`src/rtl/mtr_drv.sv`:
```
// Motor gate-drive stage: free-running 2048-clock PWM, per-coil select decode and
// per-coil non-overlap (deadtime) units driving six FET gates, plus the period strobe.
module mtr_drv #(
  parameter int DEADTIME = 32
) (
  input  logic        clk,
  input  logic        rst_n,
  input  logic [10:0] duty,
  input  logic [1:0]  selGrn,
  input  logic [1:0]  selYlw,
  input  logic [1:0]  selBlu,
  output logic        PWM_synch,
  output logic        highGrn,
  output logic        lowGrn,
  output logic        highYlw,
  output logic        lowYlw,
  output logic        highBlu,
  output logic        lowBlu
);

  localparam logic [6:0] DT = 7'(DEADTIME);

  typedef enum logic [1:0] {
    HIGH_Z   = 2'b00,
    LOW_PWM  = 2'b01,
    HIGH_PWM = 2'b10,
    BRAKE    = 2'b11
  } sel_e;

  // Requested gate pair, packed as {high, low}.
  function automatic logic [1:0] decode_req(input logic [1:0] sel, input logic pwm);
    logic [1:0] req;
    case (sel)
      HIGH_PWM: req = {pwm, ~pwm};
      LOW_PWM:  req = {~pwm, pwm};
      BRAKE:    req = {1'b0, pwm};
      default:  req = 2'b00;
    endcase
    return req;
  endfunction

  logic [10:0] r_cnt;
  logic [10:0] r_duty_q;
  logic        r_pwm;
  logic        w_wrap;

  assign w_wrap    = (r_cnt == 11'h7FF);
  assign PWM_synch = w_wrap;

  // PWM stage: duty is only sampled at the period boundary so a period is never torn.
  always_ff @(posedge clk or negedge rst_n) begin
    if (!rst_n) begin
      r_cnt    <= 11'd0;
      r_duty_q <= 11'd0;
      r_pwm    <= 1'b0;
    end else begin
      r_cnt <= r_cnt + 11'd1;
      if (w_wrap) r_duty_q <= duty;
      r_pwm <= (r_cnt < r_duty_q);
    end
  end

  logic [1:0] w_sel      [3];
  logic [1:0] w_req      [3];
  logic [6:0] w_dcnt_nxt [3];
  logic [1:0] w_gate_nxt [3];
  logic [1:0] r_pair     [3];
  logic [6:0] r_dcnt     [3];
  logic [1:0] r_gate     [3];

  assign w_sel[0] = selGrn;
  assign w_sel[1] = selYlw;
  assign w_sel[2] = selBlu;

  // Any change of the request pair (select or pwm edge, or both together) restarts deadtime.
  always_comb begin
    for (int i = 0; i < 3; i++) begin
      w_req[i]      = decode_req(w_sel[i], r_pwm);
      w_dcnt_nxt[i] = 7'd0;
      w_gate_nxt[i] = 2'b00;
      if (w_req[i] == r_pair[i])
        w_dcnt_nxt[i] = (r_dcnt[i] == DT) ? r_dcnt[i] : r_dcnt[i] + 7'd1;
      if (w_dcnt_nxt[i] == DT)
        w_gate_nxt[i] = w_req[i];
    end
  end

  // Non-overlap stage: gates are registered so they never glitch on the request decode.
  always_ff @(posedge clk or negedge rst_n) begin
    if (!rst_n) begin
      for (int i = 0; i < 3; i++) begin
        r_pair[i] <= 2'b00;
        r_dcnt[i] <= 7'd0;
        r_gate[i] <= 2'b00;
      end
    end else begin
      for (int i = 0; i < 3; i++) begin
        r_pair[i] <= w_req[i];
        r_dcnt[i] <= w_dcnt_nxt[i];
        r_gate[i] <= w_gate_nxt[i];
      end
    end
  end

  assign highGrn = r_gate[0][1];
  assign lowGrn  = r_gate[0][0];
  assign highYlw = r_gate[1][1];
  assign lowYlw  = r_gate[1][0];
  assign highBlu = r_gate[2][1];
  assign lowBlu  = r_gate[2][0];

endmodule

```
`config.mk`:
```
export PLATFORM = sky130hd
export DESIGN_NAME = mtr_drv
export DESIGN_NICKNAME = d
export VERILOG_FILES = /design/src/rtl/mtr_drv.sv
export SDC_FILE = /design/constraint.sdc
export NUM_CORES = 1
export LEC_CHECK = 0
export CAP_MARGIN = 10
export CORE_AREA = 2 2 85 87
export CTS_CLUSTER_SIZE = 8
export DETAILED_ROUTE_END_ITERATION = 8
export DIE_AREA = 0 0 87 89
export HOLD_SLACK_MARGIN = 0.03
export PLACE_DENSITY = 0.72
export SLEW_MARGIN = 10
export SYNTH_ARGS = -nofsm -noshare
export SYNTH_HDL_FRONTEND = slang
export SYNTH_SLANG_ARGS = --single-unit
```
`constraint.sdc`:
```
create_clock -name clk -period 2.1 [get_ports clk]
set_input_delay 0.315 -clock clk [delete_from_list [all_inputs] [get_ports clk]]
set_output_delay 0.315 -clock clk [all_outputs]
set_load 0.03 [all_outputs]
```
After elaboration in Yosys (flattened, before gate mapping)
Cells that the tools add are included.

Output and inout bits: 7. Flip-flop bits (word level): 56. Bits of input ports: 19.

Muxes and demuxes: 12. $lt $le $gt $ge: 1. Add/subtract/negate cells: 4. Equal/unequal tests: 19. Bitwise logic cells: 1.

Operators by type and width (number): $eq 7x6->1 const B (6); $mux 7 (6); $add 7x1->7 const B (3); $pmux 2 s3 (3); $eq 2x2->1 const B (6); $add 11x1->11 const B (1); $eq 11x11->1 const B (1); $lt 11x11->1 (1); $eq 2x1->1 const B (3); $eq 2x2->1 (3); $mux 2 (3); $not 1->1 (1).

Longest topological paths before layout
Gate-level depths: netlist of run 1.

Depth after elaboration: 6. Depth in mapped cells: 6.

Worst setup path after synthesis of run 1
OpenSTA, ideal clock, no wires.

Kind: reg2reg. From: reg r_cnt[1]. To: reg r_duty_q[1]. Path buffers: 1. Cell stages (with the launch flop): 7. Data arrival time: 1.905 ns. Slack: 0.067 ns. Library setup time: 0.128 ns. Cells stage by stage: dfrtp_1 > ha_1 > nand3_1 > nor3_1 > and4_1 > buf_2 > mux2_1.

Word-level cells in the longest chain between the ends: 1.

RTL lines: start, declared (line 42) `logic [10:0] r_cnt;`; start signal, assigned (line 57) `r_cnt <= r_cnt + 11'd1;`; $eq 11x11->1 (line 47) `assign w_wrap = (r_cnt == 11'h7FF);`; net PWM_synch (line 12) `output logic PWM_synch,`; end signal, assigned (line 58) `if (w_wrap) r_duty_q <= duty;`; end, declared (line 43) `logic [10:0] r_duty_q;`.

The timed path passes the listed nets, and every way through them passes these cells. A chain may end at the register's enable or synchronous reset.

==> qor.yml, run 1 <==
fp.dieH_um: 89
clkTransAtPathRegs_ns: 0.10
dpl_worst_slack_ns: 0.0352
grt_overflow_total: 0
final.setup.tns_ns: 0
synthArstFlopShare_pct: 100
synth_edf_count: 0
dr_total_vias: 2214
r2r-end: "lowGrn"
ys_types: 47
place.gp.congestion: 0.739
start_util_pct: 44.6
cts_root_buffer: "clkbuf_8"
critPathKind: "reg2reg"
fmax_mhz: 496
worst_clock_skew_ns: 0.0103
hold_depth: 1
drive_above_1_share_pct: 10.4
synth-seq-cells: 56
synthFlopType: "dfrtp_1"
endpoint_kind: "flop"
clockBufferDepth: 2
rr_worst_depth: 6
clk_latency_ns: 0.30
wl_per_cell_um: 12.5
drtAntennaViolNets: 0
clkPwrFrac_pct: 30.7
crit_arrival_ns: 2.23
worst_setup_path_start_kind: "flop"
portBuffers: 25
p_int_mw: 1.48
grt_max_degree: 57
p_seq_share_pct: 57.7
rows: 30
antenna_found_initial: 0
cts_made_buffers: 5
ios: 26
cts_sinks: 56
syn_inst: 290
core_sq_um: 6720
die_area_sq_um: 7740
power_density_nw_per_um2: 541
htreeDepth: 2
p_sw_share_pct: 24.3
areaGrowthSynthToFinish_pct: 20.3
routed_via_density: 5.33
cts_tree: "done"
worst-endpoint-required_ns: 2.31
die_w_um: 87
drc: 0
worst-r2r-setup-slack_ns: 0.09
fin_crit_ns: 2.01
yosysWarnings: 0
synth_area_sq_um: 3000
nNetsFinal: 370
drv_slew: 0
p_switching_uw: 474
combPwrFrac_pct: 11.5
synth_fp_nets: 326
placed_cells: 398
hp-start: "r_duty_q[1]"
ir_drop_mv: 0.279
first_global_vias: 2107
leakage_nw: 1.61
grt_pass1_wl_mm: 9.28
finalNonFillerCells: 415
antenna_cells: 0
postLayoutSetupSlackWorst_ns: 0.0854
drv_cap: 0
finalCritPeriodShare_pct: 95.9
hold_path.class: "reg2reg"
critPathMaxFanout: 6
setup_viol: 0
ys_seq_area_share_pct: 46.7
totalWireLength_mm: 5.19
slew_headroom_pct: 64.8
whs_endpoint: "r_duty_q[1]"
worst_pin_slew_ns: 0.529
dp_hpwl_mm: 3.71
rr_startpoint: "r_dcnt[14]"
avgSynthCellArea_sq_um: 10.3
globalRouteTotalUtil_pct: 14.6
outcome: "finished clean"
drtPass1Iterations: 4
drt-initial-drc-count: 81
hold_violations: 0
## layout make-up
type                            instances  area (sq um)
Inverter                               26          97.6
Timing Repair Buffer                   40           387
Sequential cell                        56          1400
Clock inverter                          1          7.51
Fill cell                             591          3110
Tap cell                               80           100
Clock buffer                            7          86.3
Multi-Input combinational cell        205          1520
## cell usage after synthesis, types with 2 or more instances
library cell   n  share of area [%]
a21o_1         2               0.50
a21oi_1        9                1.5
a221o_1        2               0.67
a31oi_1        2               0.42
and2_1         3               0.63
and3_1         4               0.83
and4_1         2               0.58
clkbuf_1       2               0.25
dfrtp_1       56                 47
ha_1          17                7.1
inv_1         25                3.1
mux2_1        11                4.1
nand2_1       13                1.6
nand2b_1       9                1.9
nand3_1        9                1.5
nand3b_1       4                1.0
nand4_1        4               0.83
nand4b_1       2               0.58
nor2_1        19                2.4
nor2b_1        8                1.7
nor3_1         7                1.2
nor4_1         5                1.0
nor4b_1        4                1.2
o2111ai_1      2               0.58
o21a_1         2               0.50
o21ai_0        7                1.2
o21ai_1        3               0.50
o311ai_0       2               0.58
o311ai_1       2               0.58
or2_1          3               0.63
or2b_1         2               0.50
or3b_1         2               0.58
or3b_4         2               0.75
or4_1          3               0.75
xnor2_1       16                4.7
xor2_1        14                4.1
## critical path, stage by stage, from the launching register on
cell and delay (ns):
dfrtp_2 0.45, inv_1 0.07, ha_1 0.12, or3b_1 0.39, or4_1 0.43, a21o_1 0.21
nor4b_2 0.25
## metal layers
metal  vias to the layer above  routed length (um)  global-route usage (%)
li1                       1103                   -                       -
met1                      1073                2390                    19.4
met2                        36                2620                    25.3
met3                         2                 157                    2.22
met4                         0                  18                    3.55
met5                         -                   0                       0
## worst max path at each step
stage / startpoint / cells past startpoint / slack [ns] / to
after floorplan: r_cnt[1] / 6 / 0.07 / r_duty_q[1]
after global placement: r_dcnt[14] / 6 / 0.16 / highGrn
after detailed placement: r_dcnt[14] / 6 / 0.04 / lowGrn
after CTS: r_dcnt[14] / 6 / 0.01 / lowGrn
after global routing: r_cnt[0] / 6 / -0.001 / PWM_synch
final: r_dcnt[14] / 6 / 0.09 / lowGrn
## metrics by stage
step	utilization [%]	power, mW	instance area (sq um)	hold WS [ns]
finish	53.7	1.95	3610	0.495
global route	53.7	2.07	3610	0.506
CTS	52.5	1.98	3530	0.500
detailed placement	50.6	1.37	3400	0.340
global placement	50.6	1.36	3400	0.338
floorplan	-	1.26	3000	0.0194
## registers in the layout, summed over array words and instances, names as in the netlist
name	flops
highBlu	1
highGrn	1
highYlw	1
lowBlu	1
lowGrn	1
lowYlw	1
r_cnt	11
r_dcnt	21
r_duty_q	11
r_pair	6
r_pwm	1
## timing repair
item / CTS / global route
hold buffers: 1 / 0
gates resized for setup: 1 / 9
pin swaps: 2 / 2
hold endpoints to repair: 56 / 0
gates cloned: 0 / 0
buffers inserted: 3 / 5
endpoints found under the setup margin: 1 / 5
## power groups by stage
stage / sequential [mW] / clock (mW) / combinational (mW)
after floorplan: 1.14 / 0 / 0.119
after global placement: 1.14 / 0 / 0.215
after detailed placement: 1.15 / 0 / 0.220
after CTS: 1.13 / 0.629 / 0.223
after global routing: 1.13 / 0.678 / 0.256
final: 1.13 / 0.600 / 0.225
## cells in the final DEF, fill, tap and decap left out, types with 4 or more instances in the layout
cell / count
xnor2_1: 16
ha_1: 16
clkdlybuf4s50_1: 23
nor3_1: 6
a21oi_1: 9
mux2_1: 11
inv_1: 25
nor4b_2: 4
nand3_1: 8
nor2b_1: 8
nand2b_1: 9
nand4_1: 4
nand3b_1: 4
buf_4: 12
clkbuf_8: 6
nor4_1: 5
o21ai_0: 7
xor2_1: 14
nor2_1: 19
nand2_1: 13
dfrtp_1: 54
and3_1: 4
## cell families (layout without fill, tap and decap cells)
family	after synthesis	after routing	share of synthesized area, %
buf+inv	29	74	3.67
flops	56	56	46.7
xor+xnor	30	30	8.76
compound gates	40	40	8.93
fa+ha+maj	17	17	7.10
simple gates	107	107	20.7
mux	11	11	4.13
No activity file was read; power rests on OpenSTA's default activity.
==> run 2: changes to the inputs <==
--- a/config.mk
+++ b/config.mk
@@ -5,7 +5,7 @@
 export SDC_FILE = /design/constraint.sdc
 export NUM_CORES = 1
 export LEC_CHECK = 0
-export CAP_MARGIN = 10
+export CAP_MARGIN = 25
 export CORE_AREA = 2 2 85 87
 export CTS_CLUSTER_SIZE = 8
 export DETAILED_ROUTE_END_ITERATION = 8
==> results of run 2 <==
Same layout as run 1: the final DEF is identical, and so are final timing and power.
==> RTL edit, RTL diff (flow settings as in run 2) <==
Put a register stage on the outputs `PWM_synch`, `highGrn`, `lowGrn`, `highYlw`, `lowYlw`, `highBlu` and `lowBlu`, with the module's reset. The values now appear one clock later.
--- a/src/rtl/mtr_drv.sv
+++ b/src/rtl/mtr_drv.sv
@@ -45,7 +45,6 @@
   logic        w_wrap;
 
   assign w_wrap    = (r_cnt == 11'h7FF);
-  assign PWM_synch = w_wrap;
 
   // PWM stage: duty is only sampled at the period boundary so a period is never torn.
   always_ff @(posedge clk or negedge rst_n) begin
@@ -102,12 +101,25 @@
     end
   end
 
-  assign highGrn = r_gate[0][1];
-  assign lowGrn  = r_gate[0][0];
-  assign highYlw = r_gate[1][1];
-  assign lowYlw  = r_gate[1][0];
-  assign highBlu = r_gate[2][1];
-  assign lowBlu  = r_gate[2][0];
+  always_ff @(posedge clk or negedge rst_n) begin
+    if (!rst_n) begin
+      PWM_synch <= '0;
+      highGrn   <= '0;
+      lowGrn    <= '0;
+      highYlw   <= '0;
+      lowYlw    <= '0;
+      highBlu   <= '0;
+      lowBlu    <= '0;
+    end else begin
+      PWM_synch <= w_wrap;
+      highGrn   <= r_gate[0][1];
+      lowGrn    <= r_gate[0][0];
+      highYlw   <= r_gate[1][1];
+      lowYlw    <= r_gate[1][0];
+      highBlu   <= r_gate[2][1];
+      lowBlu    <= r_gate[2][0];
+    end
+  end
 
 endmodule
 
Formal check against the unedited RTL: same outputs for any inputs over 10 cycles, from zero or initial values and one cycle with rst_n low; that may be too few to reach the edited logic, so the function may still have changed.
==> RTL edit against run 2 <==
Sequential cell count increased by 7; synthesized area increased by 4.4%; final area increased by 4.0%; largest power group unchanged; maximum frequency increased by 5.5%; critical path depth increased by 1; power increased by 29%; critical endpoint is now r_gate[5]$_DFF_PN0_; core utilization increased by 2.2 points; worst hold slack got worse by 150 ps; worst setup slack improved by 100 ps; highest routed layer unchanged; wire length increased by 4.6%.
==> RTL edit: results (changes against run 2) <==
| Metric | Value |
|---|---|
| Pin count of the biggest net entering global routing | `29 (-49%)` |
| Wire length per cell | `12.86 um (+2.9%)` |
| R2r setup slk | `190 ps (+100 ps)` |
| Met2 wire length | `2580 um (-1.5%)` |
| VDD IR max | `399.4 uV (+43%)` |
| Synth top area cells | `dfrtp_1, ha_1, xnor2_1` |
| First-pass GRT wire length | `9715 um (+4.7%)` |
| Area after DPL | `3537 sq um (+4.1%)` |
| Synth top cells by count | `dfrtp_1, nor2_1, inv_1` |
| First DRT Iteration DRCs | `75 (-7.4%)` |
| Syn_nets | `330 (+1.2%)` |
| Distinct cells, synth | `40 (-15%)` |
| WHS Endpoint | `highGrn$_DFF_PN0_` |
| Reg2Reg Capture Point | `r_gate[5]$_DFF_PN0_` |
| Hold Crit Depth | `0 (-1)` |
| Detail Route met3 WL | `229 um (+46%)` |
| Clock-pin slew on the worst setup and hold paths | `70 ps (-30 ps)` |
| Total CTS buffers | `9 (+4)` |
| Number of global-route vias before repair | `2220 (+5.4%)` |
| Sequential area share after synthesis | `0.5038 (+0.03635)` |
| Layout cells sized above 1 | `0.09942 (-0.005062)` |
| Status | `finished clean` |
| Pre-CTS WS | `94.89 ps (+59.73 ps)` |
| HP Start | `r_gate[5]$_DFF_PN0_` |
| Nets@finish | `373 (+0.81%)` |
| Worst-margin pin slew | `564.4 ps (+35.89 ps)` |
| Postcts setup bufs | `0 (-3)` |
| Crit-path max FO | `8 (+2)` |
| Dpl hpwl | `3967 um (+7.0%)` |
| CTS H-tree depth | `3 (+1)` |
| Met1 wire length | `2511 um (+4.9%)` |
| Clock Latency Late Sink | `330 ps (+30 ps)` |
| Post-synth ARST share | `1.000 (unchanged)` |
| Worst Skew | `5.334 ps (-4.954 ps)` |
| Fill cell count | `595 (+0.68%)` |
| Total GRT Usage | `0.1615 (+0.01524)` |
| Reg2Reg Depth | `7 (+1)` |
| Final Wtd Congestion | `0.8013 (+8.4%)` |
| CP Data Arrival Time | `2150 ps (-80 ps)` |
-- RTL edit: kinds of logic (layout without fill, tap and decap cells) --
| family | count (synthesis) | after routing | share of synthesized area |
|---|---|---|---|
| AOI/OAI and AO/OA | 36 | 36 | 0.08077 |
| xor gates and xnor gates | 30 | 30 | 0.08397 |
| adders and majority gates | 17 | 17 | 0.06797 |
| buffers and inverters | 27 | 75 | 0.03439 |
| DFF | 63 | 63 | 0.5038 |
| muxes | 13 | 13 | 0.04678 |
| and+or+nand+nor | 108 | 108 | 0.1823 |
-- RTL edit: through the flow --
stage,instances,hold slack [ps]
floorplan,294,19.41
global placement,405,334.0
detailed placement,405,335.5
CTS,422,350.9
global route,422,356.5
finish,422,349.3
-- RTL edit: worst max-delay path by stage --
| stage | start | slack, ps | to |
|---|---|---|---|
| after floorplan | r_cnt[0]$_DFF_PN0_ | 290 | r_duty_q[1]$_DFFE_PN0P_ |
| after global placement | selYlw[0] | 170 | r_gate[2]$_DFF_PN0_ |
| after detailed placement | selYlw[0] | 90 | r_gate[2]$_DFF_PN0_ |
| after CTS | r_cnt[1]$_DFF_PN0_ | 200 | r_duty_q[6]$_DFFE_PN0P_ |
| after global routing | r_dcnt[14]$_DFF_PN0_ | 30 | r_gate[5]$_DFF_PN0_ |
| final | r_dcnt[14]$_DFF_PN0_ | 190 | r_gate[5]$_DFF_PN0_ |
-- RTL edit: per-layer routing --
layer  vias up  GRT usage
met5         -          0
met4         0    0.06960
met3        10    0.05633
met2        48     0.2672
met1      1055     0.1918
li1       1099          -
-- RTL edit: worst max-delay path: stages (launching register included) --
cell and delay, ps:
dfrtp_1 390, inv_1 110, ha_1 200, nand4bb_1 150, nor3_4 80, or3_1 360
a211o_1 320, a211oi_1 210
-- RTL edit: power by group --
part	leakage, uW	total, uW	switching (uW)	internal, uW
sequential	0.000821	1270	26.7	1240
clock	0.0000981	1050	472	574
combinational	0.000808	213	106	107
-- RTL edit: layout make-up --
type	count	area [sq um]	share of cell area
sequential	63	1577	0.4203
multi-input combinational	204	1451	0.3869
timing repair buffer	35	335.3	0.08939
clock buffer	10	137.6	0.03669
tap	80	100.1	0.02668
inverter	24	90.09	0.02402
clock inverter	6	60.06	0.01601
-- RTL edit: what timing repair did --
action / 4_1_cts / 5_1_grt
resized for setup: 0 / 1
hold buffers: 1 / 0
endpoints found under the hold margin: 22 / 0
setup endpoints to repair: 0 / 2
